$ cat src/rtl/coherence_bus_ctrl_if.sv
// Bus bundle between the two-core coherence controller, its cores and the RAM.
// Latency: none (wires only).
// Backpressure: cores stall on iwait/dwait; the controller stalls on ramstate.
// Ports: per-core icache (iREN/iaddr/iwait/iload), dcache (dREN/dWEN/daddr/
//        dstore/dwait/dload), coherence (ccwrite/ccwait/ccinv/ccsnoopaddr),
//        and RAM (ramREN/ramWEN/ramaddr/ramstore/ramload/ramstate).
interface coherence_bus_ctrl_if #(parameter int CPUS = 2);
    logic [CPUS-1:0]        iREN;
    logic [CPUS-1:0][31:0]  iaddr;
    logic [CPUS-1:0]        iwait;
    logic [CPUS-1:0][31:0]  iload;

    logic [CPUS-1:0]        dREN;
    logic [CPUS-1:0]        dWEN;
    logic [CPUS-1:0][31:0]  daddr;
    logic [CPUS-1:0][31:0]  dstore;
    logic [CPUS-1:0]        dwait;
    logic [CPUS-1:0][31:0]  dload;

    logic [CPUS-1:0]        ccwrite;
    logic [CPUS-1:0]        ccwait;
    logic [CPUS-1:0]        ccinv;
    logic [CPUS-1:0][31:0]  ccsnoopaddr;

    logic                   ramREN;
    logic                   ramWEN;
    logic [31:0]            ramaddr;
    logic [31:0]            ramstore;
    logic [31:0]            ramload;
    logic [1:0]             ramstate;

    // master: the bus controller
    modport master (
        input  iREN, iaddr, dREN, dWEN, daddr, dstore, ccwrite, ramload, ramstate,
        output iwait, iload, dwait, dload, ccwait, ccinv, ccsnoopaddr,
               ramREN, ramWEN, ramaddr, ramstore
    );

    // slave: the cores and the RAM
    modport slave (
        output iREN, iaddr, dREN, dWEN, daddr, dstore, ccwrite, ramload, ramstate,
        input  iwait, iload, dwait, dload, ccwait, ccinv, ccsnoopaddr,
               ramREN, ramWEN, ramaddr, ramstore
    );
endinterface

$ cat src/rtl/coherence_bus_ctrl.sv
// Two-core snooping bus controller: arbitrates I/D requests onto one RAM, with cache-to-cache transfer.
// Latency: 1 ARB cycle (+1 SNOOP for reads) before the RAM phase; each word completes on ramstate==ACCESS.
// Backpressure: requester held on iwait/dwait=1 until its word completes; RAM BUSY/ERROR stalls in place.
// Ports: CLK, RST (async, active-high), bus (coherence_bus_ctrl_if.master: core I/D/coherence + RAM).
module coherence_bus_ctrl #(
    parameter int CPUS = 2   // only 2 cores are supported
) (
    input  logic                  CLK,
    input  logic                  RST,
    coherence_bus_ctrl_if.master  bus
);
    typedef enum logic [2:0] {IDLE, ARB, SNOOP, C2C, RAMRD, WB, IFETCH, INV} state_t;

    localparam logic [1:0] RAM_ACCESS = 2'd2;

    state_t state, state_nxt;
    logic   req, req_nxt;        // registered grant: index of the served core
    logic   d_ptr, d_ptr_nxt;    // round-robin priority, data class
    logic   i_ptr, i_ptr_nxt;    // round-robin priority, instruction class
    logic   oth;

    logic [CPUS-1:0] dreq, ireq, vreq;
    logic            word_done, last_word;

    assign oth  = ~req;
    assign dreq = bus.dREN | bus.dWEN;
    assign ireq = bus.iREN;
    // write intent with no accompanying access is a pure invalidate request
    assign vreq = bus.ccwrite & ~dreq;
    // ERROR is deliberately not a completion: it stalls exactly like BUSY
    assign word_done = (bus.ramstate == RAM_ACCESS);
    assign last_word = bus.daddr[req][2];

    always_ff @(posedge CLK or posedge RST) begin
        if (RST) begin
            state <= IDLE;
            req   <= 1'b0;
            d_ptr <= 1'b0;
            i_ptr <= 1'b0;
        end else begin
            state <= state_nxt;
            req   <= req_nxt;
            d_ptr <= d_ptr_nxt;
            i_ptr <= i_ptr_nxt;
        end
    end

    always_comb begin
        state_nxt       = state;
        req_nxt         = req;
        d_ptr_nxt       = d_ptr;
        i_ptr_nxt       = i_ptr;
        bus.iwait       = '1;
        bus.iload       = '0;
        bus.dwait       = '1;
        bus.dload       = '0;
        bus.ccwait      = '0;
        bus.ccinv       = '0;
        bus.ccsnoopaddr = '0;
        bus.ramREN      = 1'b0;
        bus.ramWEN      = 1'b0;
        bus.ramaddr     = '0;
        bus.ramstore    = '0;

        case (state)
            IDLE: begin
                if (|dreq || |ireq || |vreq)
                    state_nxt = ARB;
            end

            // Priority: data > instruction > standalone invalidate.
            // Requests that vanished before this cycle are simply dropped.
            ARB: begin
                if (|dreq) begin
                    req_nxt   = dreq[d_ptr] ? d_ptr : ~d_ptr;
                    state_nxt = bus.dWEN[req_nxt] ? WB : SNOOP;
                end else if (|ireq) begin
                    req_nxt   = ireq[i_ptr] ? i_ptr : ~i_ptr;
                    state_nxt = IFETCH;
                end else if (|vreq) begin
                    req_nxt   = vreq[d_ptr] ? d_ptr : ~d_ptr;
                    state_nxt = INV;
                end else begin
                    state_nxt = IDLE;
                end
            end

            // Single snoop cycle ahead of word0; the C2C/RAMRD decision made
            // here holds for both words because word0 loops back to the same state.
            SNOOP: begin
                bus.ccwait[oth]      = 1'b1;
                bus.ccsnoopaddr[oth] = bus.daddr[req];
                bus.ccinv[oth]       = bus.ccwrite[req];
                if (!bus.dREN[req])
                    state_nxt = IDLE;
                else
                    state_nxt = bus.ccwrite[oth] ? C2C : RAMRD;
            end

            // Snooper owns the block: forward its data and write it back to RAM
            // in the same beat so memory is clean afterwards.
            C2C: begin
                if (!bus.dREN[req]) begin
                    state_nxt = IDLE;
                end else begin
                    bus.ccwait[oth] = 1'b1;
                    bus.dload[req]  = bus.dstore[oth];
                    bus.ramWEN      = 1'b1;
                    bus.ramaddr     = bus.daddr[req];
                    bus.ramstore    = bus.dstore[oth];
                    if (word_done) begin
                        bus.dwait[req] = 1'b0;
                        if (last_word) begin
                            state_nxt = IDLE;
                            d_ptr_nxt = ~d_ptr;
                        end
                    end
                end
            end

            RAMRD: begin
                if (!bus.dREN[req]) begin
                    state_nxt = IDLE;
                end else begin
                    bus.ramREN     = 1'b1;
                    bus.ramaddr    = bus.daddr[req];
                    bus.dload[req] = bus.ramload;
                    if (word_done) begin
                        bus.dwait[req] = 1'b0;
                        if (last_word) begin
                            state_nxt = IDLE;
                            d_ptr_nxt = ~d_ptr;
                        end
                    end
                end
            end

            WB: begin
                if (!bus.dWEN[req]) begin
                    state_nxt = IDLE;
                end else begin
                    bus.ramWEN   = 1'b1;
                    bus.ramaddr  = bus.daddr[req];
                    bus.ramstore = bus.dstore[req];
                    if (word_done) begin
                        bus.dwait[req] = 1'b0;
                        if (last_word) begin
                            state_nxt = IDLE;
                            d_ptr_nxt = ~d_ptr;
                        end
                    end
                end
            end

            IFETCH: begin
                if (!bus.iREN[req]) begin
                    state_nxt = IDLE;
                end else begin
                    bus.ramREN     = 1'b1;
                    bus.ramaddr    = bus.iaddr[req];
                    bus.iload[req] = bus.ramload;
                    if (word_done) begin
                        bus.iwait[req] = 1'b0;
                        state_nxt      = IDLE;
                        i_ptr_nxt      = ~i_ptr;
                    end
                end
            end

            INV: begin
                bus.ccwait[oth]      = 1'b1;
                bus.ccinv[oth]       = 1'b1;
                bus.ccsnoopaddr[oth] = bus.daddr[req];
                state_nxt            = IDLE;
                d_ptr_nxt            = ~d_ptr;
            end

            default: state_nxt = IDLE;
        endcase
    end
endmodule

$ cat src/flat_wrapper.sv
// flat-port wrapper written by rule: the top's interface ports become plain ports
module coherence_bus_ctrl_flat 
#(
    parameter int CPUS = 2                                
)
  (CLK, RST, bus_iREN, bus_iaddr, bus_dREN, bus_dWEN, bus_daddr, bus_dstore, bus_ccwrite, bus_ramload, bus_ramstate, bus_iwait, bus_iload, bus_dwait, bus_dload, bus_ccwait, bus_ccinv, bus_ccsnoopaddr, bus_ramREN, bus_ramWEN, bus_ramaddr, bus_ramstore);
  coherence_bus_ctrl_if #(.CPUS(CPUS)) bus_i ();
  input  logic CLK;
  input  logic RST;
  input wire logic [$bits(bus_i.iREN)-1:0] bus_iREN;
  input wire logic [$bits(bus_i.iaddr)-1:0] bus_iaddr;
  input wire logic [$bits(bus_i.dREN)-1:0] bus_dREN;
  input wire logic [$bits(bus_i.dWEN)-1:0] bus_dWEN;
  input wire logic [$bits(bus_i.daddr)-1:0] bus_daddr;
  input wire logic [$bits(bus_i.dstore)-1:0] bus_dstore;
  input wire logic [$bits(bus_i.ccwrite)-1:0] bus_ccwrite;
  input wire logic [$bits(bus_i.ramload)-1:0] bus_ramload;
  input wire logic [$bits(bus_i.ramstate)-1:0] bus_ramstate;
  output wire logic [$bits(bus_i.iwait)-1:0] bus_iwait;
  output wire logic [$bits(bus_i.iload)-1:0] bus_iload;
  output wire logic [$bits(bus_i.dwait)-1:0] bus_dwait;
  output wire logic [$bits(bus_i.dload)-1:0] bus_dload;
  output wire logic [$bits(bus_i.ccwait)-1:0] bus_ccwait;
  output wire logic [$bits(bus_i.ccinv)-1:0] bus_ccinv;
  output wire logic [$bits(bus_i.ccsnoopaddr)-1:0] bus_ccsnoopaddr;
  output wire logic [$bits(bus_i.ramREN)-1:0] bus_ramREN;
  output wire logic [$bits(bus_i.ramWEN)-1:0] bus_ramWEN;
  output wire logic [$bits(bus_i.ramaddr)-1:0] bus_ramaddr;
  output wire logic [$bits(bus_i.ramstore)-1:0] bus_ramstore;
  assign bus_i.iREN = bus_iREN;
  assign bus_i.iaddr = bus_iaddr;
  assign bus_i.dREN = bus_dREN;
  assign bus_i.dWEN = bus_dWEN;
  assign bus_i.daddr = bus_daddr;
  assign bus_i.dstore = bus_dstore;
  assign bus_i.ccwrite = bus_ccwrite;
  assign bus_i.ramload = bus_ramload;
  assign bus_i.ramstate = bus_ramstate;
  assign bus_iwait = bus_i.iwait;
  assign bus_iload = bus_i.iload;
  assign bus_dwait = bus_i.dwait;
  assign bus_dload = bus_i.dload;
  assign bus_ccwait = bus_i.ccwait;
  assign bus_ccinv = bus_i.ccinv;
  assign bus_ccsnoopaddr = bus_i.ccsnoopaddr;
  assign bus_ramREN = bus_i.ramREN;
  assign bus_ramWEN = bus_i.ramWEN;
  assign bus_ramaddr = bus_i.ramaddr;
  assign bus_ramstore = bus_i.ramstore;
  coherence_bus_ctrl #(.CPUS(CPUS)) u_core (.CLK(CLK), .RST(RST), .bus(bus_i));
endmodule
$ cat config.mk
export PLATFORM = sky130hd
export DESIGN_NAME = coherence_bus_ctrl_flat
export DESIGN_NICKNAME = d
export VERILOG_FILES = /design/src/rtl/coherence_bus_ctrl_if.sv /design/src/rtl/coherence_bus_ctrl.sv /design/src/flat_wrapper.sv
export SDC_FILE = /design/constraint.sdc
export NUM_CORES = 1
export LEC_CHECK = 0
export CAP_MARGIN = 5
export CORE_AREA = 5 5 191 193
export DETAILED_ROUTE_END_ITERATION = 6
export DIE_AREA = 0 0 196 198
export PLACE_DENSITY = 0.42
export SLEW_MARGIN = 40
export SYNTH_ARGS = -nofsm -noshare
export SYNTH_HDL_FRONTEND = slang
export SYNTH_SLANG_ARGS = --single-unit
$ cat constraint.sdc
create_clock -name CLK -period 3.8 [get_ports CLK]
set_input_delay 0.76 -clock CLK [delete_from_list [all_inputs] [get_ports CLK]]
set_output_delay 0.76 -clock CLK [all_outputs]
set_load 0.03 [all_outputs]
Word level (Yosys, flattened, before mapping)
Index checks and enable logic that the tools add are counted.

Flip-flop bits (word level): 6. Input port bits: 236. Logic and storage cells: 136.

$lt $le $gt $ge: 7. Equality and inequality tests: 12. Muxes and demuxes: 86. Bitwise operators: 11. Reductions and logical operators: 16.

Operator list (number): 32-bit 2-to-1 mux (15); 64-bit 2-to-1 mux (5); 64-bit AND (3); 64-bit case mux with 2 select lines (1); 32-bit case mux with 3 select lines (1); 32-bit demux with 1-bit select (2); 32-bit case mux with 2 select lines (1); 3-bit 2-to-1 mux (13); 1-bit 2-to-1 mux (33); 3-bit case mux with 7 select lines (1); 3-bit == test (second input constant) (4); 2-bit 2-to-1 mux (6); 2-bit case mux with 2 select lines (3); 1-bit by 2-bit < comparator with 1-bit output (second input constant) (5); 2-bit OR reduction (5); 3-bit by 2-bit == test with 1-bit output (second input constant) (2); 2-bit by 1-bit != test with 1-bit output (second input constant) (3); 3-bit AND reduction (2); 3-bit nonzero test (2); 2-bit AND (2); 2-bit inverter (2); 1-bit case mux with 2 select lines (2); 2-bit AND reduction (2); 3-bit by 1-bit == test with 1-bit output (second input constant) (1); 10 further kinds (16).

Logic depth before layout (Yosys ltp)
Depth in word-level cells: 9. Mapped depth: 7. Depth with buffers taken out: 4.

Worst setup path after synthesis
Ideal clock, no wire load.

Kind: input port to output port. Start point: in bus_dWEN[0]. End point: out bus_ramaddr[21]. Arrival time: 1.967 ns. Setup slack: 1.073 ns. Stages on the path: 5. Path buffers: 1. Path through: mux2i_2 -> or3_4 -> o21a_4 -> buf_6 -> o22ai_1.

Word-level cells in the longest chain between the ends: 4.

RTL lines: start: declaration (RTL line flat_wrapper.sv:13) `input wire logic [$bits(bus_i.dWEN)-1:0] bus_dWEN;`; 1-bit 2-to-1 mux (not written as such) (2 in a row) (RTL line coherence_bus_ctrl.sv:139) `if (!bus.dWEN[req]) begin`; 32-bit 2-to-1 mux (RTL line coherence_bus_ctrl.sv:139); 32-bit case mux with 3 select lines (RTL line coherence_bus_ctrl.sv:65) `case (state)`; end: declaration (RTL line flat_wrapper.sv:28) `output wire logic [$bits(bus_i.ramaddr)-1:0] bus_ramaddr;`.

No other way between the ends. The select of a mux whose other input is x is not followed.

Worst setup path after layout
Start point: in bus_dWEN[0]. End point: out bus_ramstore[30].

Word-level cells in the longest chain between the ends: 4.

RTL lines: 1-bit 2-to-1 mux (not written as such) (2 in a row) (RTL line coherence_bus_ctrl.sv:139); 32-bit 2-to-1 mux (RTL line coherence_bus_ctrl.sv:139); 32-bit case mux with 2 select lines (RTL line coherence_bus_ctrl.sv:65); end: declaration (RTL line flat_wrapper.sv:29) `output wire logic [$bits(bus_i.ramstore)-1:0] bus_ramstore;`.

No other way between the ends. The select of a mux whose other input is x is not followed.

==> out/qor.yml <==
clock_network:
  clock_latency_ns: 0.24
  path_clk_slew_ns: 0.04
  cts-root-buf: "clkbuf_16"
  clock_tree.htree_level_count: 1
  cts_tree: "yes"
  cts-resized-gates: 0
  clock-sinks: 6
  numCtsBuffers: 3
  cts_setup_buffers: 0
  ctsHoldBuffers: 0
  clockBufferDepth: 2
cells_and_area:
  seqCellArea_sq_um: 154
  nets: 1187
  final_layout_size_suffix_gt1_share_pct: 26.3
  fillerInstances: 3721
  multi_input_area_sq_um: 3230
  finish.utilization_pct: 27.2
  area_delta_synth_final_pct: 152
synth:
  synth_edf_count: 0
  synth.distinct_cells: 59
  yosysMostFrequentCell: "and2_1"
  ys_seq_area_share_pct: 4.04
  synthCells: 481
  synth_nets: 717
  synth_seq_cells: 6
  synth_commonest_cells: "129 x and2_1, 96 x a22o_1, 66 x mux2i_1, 29 x o22ai_1, 25 x buf_2"
  synthFlopType: "dfrtp_1"
  synth_warnings: 0
  syn_area_sq_um: 3710
  syn_avg_cell_area_sq_um: 7.72
  netlist.area_leader.share_pct: 22.6
  async_flop_share_pct: 100
  synthTopCellsByArea: "a22o_1 23%, and2_1 22%, mux2i_1 18%, o22ai_1 4.9%, dfrtp_1 4.0%"
  synth_area_leader_cell: "a22o_1"
setup_path:
  r2r_cells: 6
  crit_slowest_cell: "clkdlybuf4s50_1"
  path_class: "in2out"
  crit_path_end_kind: "output pin"
  cp_data_arrival_time_ns: 2.72
  startpoint_type: "primary input"
  crit_chain: "clkdlybuf4s50_1 > mux2i_2 > nor3_1 > buf_4 > a21o_2 > buf_12 > a22o_1 > buf_12"
  cpMostUsedCell: "buf_12"
  cp.required_ns: 3.04
  cp_slowest_stage_delay_ns: 0.51
  path_max_fanout: 32
drt:
  totalWireLength_microns: 32800
  drt_iter0_markers: 222
  routed_via_density: 4.20
  antenna_left: 0
  drc: 0
  via_count: 5909
  drt_pass1_iterations: 6
  wl_per_cell_microns: 23.3
pwr:
  swShare_pct: 52.5
  fin_total_pwr_uw: 3640
  p_clk_share_pct: 5.1
  p_switching_uw: 1910
  pwr-share-comb_pct: 90.4
  ir_drop_mv: 0.269
  pwr-share-seq_pct: 4.5
  power_density_nw_per_um2: 388
  leakage_uw: 0.00401
  intPower_uw: 1730
sta:
  max_freq_ghz: 0.288
  skew_ns: 0.00593
  setup_ws_ns: 0.324
  finalHoldViolCount: 0
  slew_violations: 0
  finalCriticalPeriod_ns: 3.48
  fin_crit_sh_pct: 91.5
  worstMarginPinSlew_ns: 0.607
  fin_hold_ws_ns: 0.466
  maxSlewHeadroom_pct: 59.5
  setup_viol: 0
  rsz0062_at_grt: "no"
  tns_ns: 0
job:
  maxCapViolCount: 0
floorplanning:
  start_util_pct: 10.8
  core_sq_um: 34400
  num_rows: 68
  die_w_microns: 196
  fp.dieH_microns: 198
  ioPinCount: 502
  die_area_sq_um: 38800
global_routing:
  grt_overflow: 0
  grtUsageTotal_pct: 15.2
  antenna_found_initial: 4
  first_global_vias: 6412
  grt_pass1_wl_microns: 45000
  grt_max_degree: 71
worst_hold_path:
  hold_depth: 1
  hold_class: "reg2reg"
placed_design:
  dp_hpwl_microns: 27200
  place_congestion: 0.887
  port_buffers: 501
  dp_slack_ns: 0.324
status:
  status: "finished, final reports clean"
stage by stage:
stage	area (sq um)	cells
global placement	9280	1401
floorplan	3710	481
finish	9360	1406
CTS	9360	1405
detailed placement	9280	1401
global route	9360	1405
kinds of logic after synthesis:
logic type,synth area share (%)
flops,4.04
compound gates,36.0
xor+xnor,0.236
simple gates,31.1
buf+inv,9.13
mux,19.4
path summary, 6_finish.rpt:
kind / start / end / slack (ns)
setup / recovery: bus_dWEN[0] / bus_ramstore[30] / 0.32
hold / removal: u_core.i_ptr$_DFFE_PP0P_ / u_core.i_ptr$_DFFE_PP0P_ / 0.47
setup reg to reg: u_core.req$_DFFE_PP0P_ / u_core.state[1]$_DFFE_PP0P_ / 1.23
hold reg to reg: u_core.i_ptr$_DFFE_PP0P_ / u_core.i_ptr$_DFFE_PP0P_ / 0.47
max in group asynchronous: RST / u_core.req$_DFFE_PP0P_ / 2.74
min in group asynchronous: RST / u_core.i_ptr$_DFFE_PP0P_ / 0.78
flip-flops by register name, indices dropped and copies added, names as in the netlist:
name / cells
u_core.req: 1
u_core.d_ptr: 1
u_core.i_ptr: 1
u_core.state: 3
metal layers:
| layer | vias to the layer above | wire length [microns] | track usage (%) | share of wire, % |
|---|---|---|---|---|
| met5 | - | 26 | 0 | 0.079 |
| met4 | 4 | 289 | 1.42 | 0.88 |
| met3 | 20 | 3010 | 4.58 | 9.2 |
| met2 | 342 | 17100 | 29.2 | 52 |
| met1 | 2777 | 12400 | 17.3 | 38 |
| li1 | 2766 | - | - | - |
cell usage in the layout, fill, tap and decap left out, types with 3 or more instances in the layout:
| cell | instances |
|---|---|
| nor2_2 | 4 |
| buf_4 | 160 |
| mux2i_1 | 66 |
| or2_2 | 4 |
| mux2_2 | 3 |
| nor2_1 | 10 |
| inv_1 | 3 |
| a22o_1 | 96 |
| nand2_1 | 11 |
| dfrtp_1 | 5 |
| o21ai_0 | 4 |
| buf_12 | 53 |
| clkbuf_16 | 3 |
| a21oi_1 | 5 |
| o22ai_2 | 5 |
| o211ai_1 | 3 |
| nor2b_1 | 3 |
| clkdlybuf4s50_1 | 305 |
| and2_1 | 129 |
| o22ai_1 | 29 |
cell type report:
type                       instances  share of cell area, %
antenna                            1                 0.0267
clock buffer                       4                  0.842
inverter                           4                  0.160
multi-input combinational        418                   34.5
sequential                         6                   1.64
tap                              455                   6.08
timing repair buffer             518                   56.8
worst max-delay path, delay by kind of cell:
kind	cells	cell delay [ns]
buffers and inverters	4	0.99
AO/OA/AOI/OAI	2	0.52
multiplexers	1	0.31
AND/OR/NAND/NOR	1	0.09
power by group through the flow:
stage                     Combinational (uW)  Sequential [uW]  Clock, uW
after floorplan                         1880              115          0
after global placement                  3340              167          0
after detailed placement                3330              166          0
after CTS                               3340              166        189
after global routing                    3450              172        194
final                                   3290              165        185
Power figures use the tool's default switching activity.
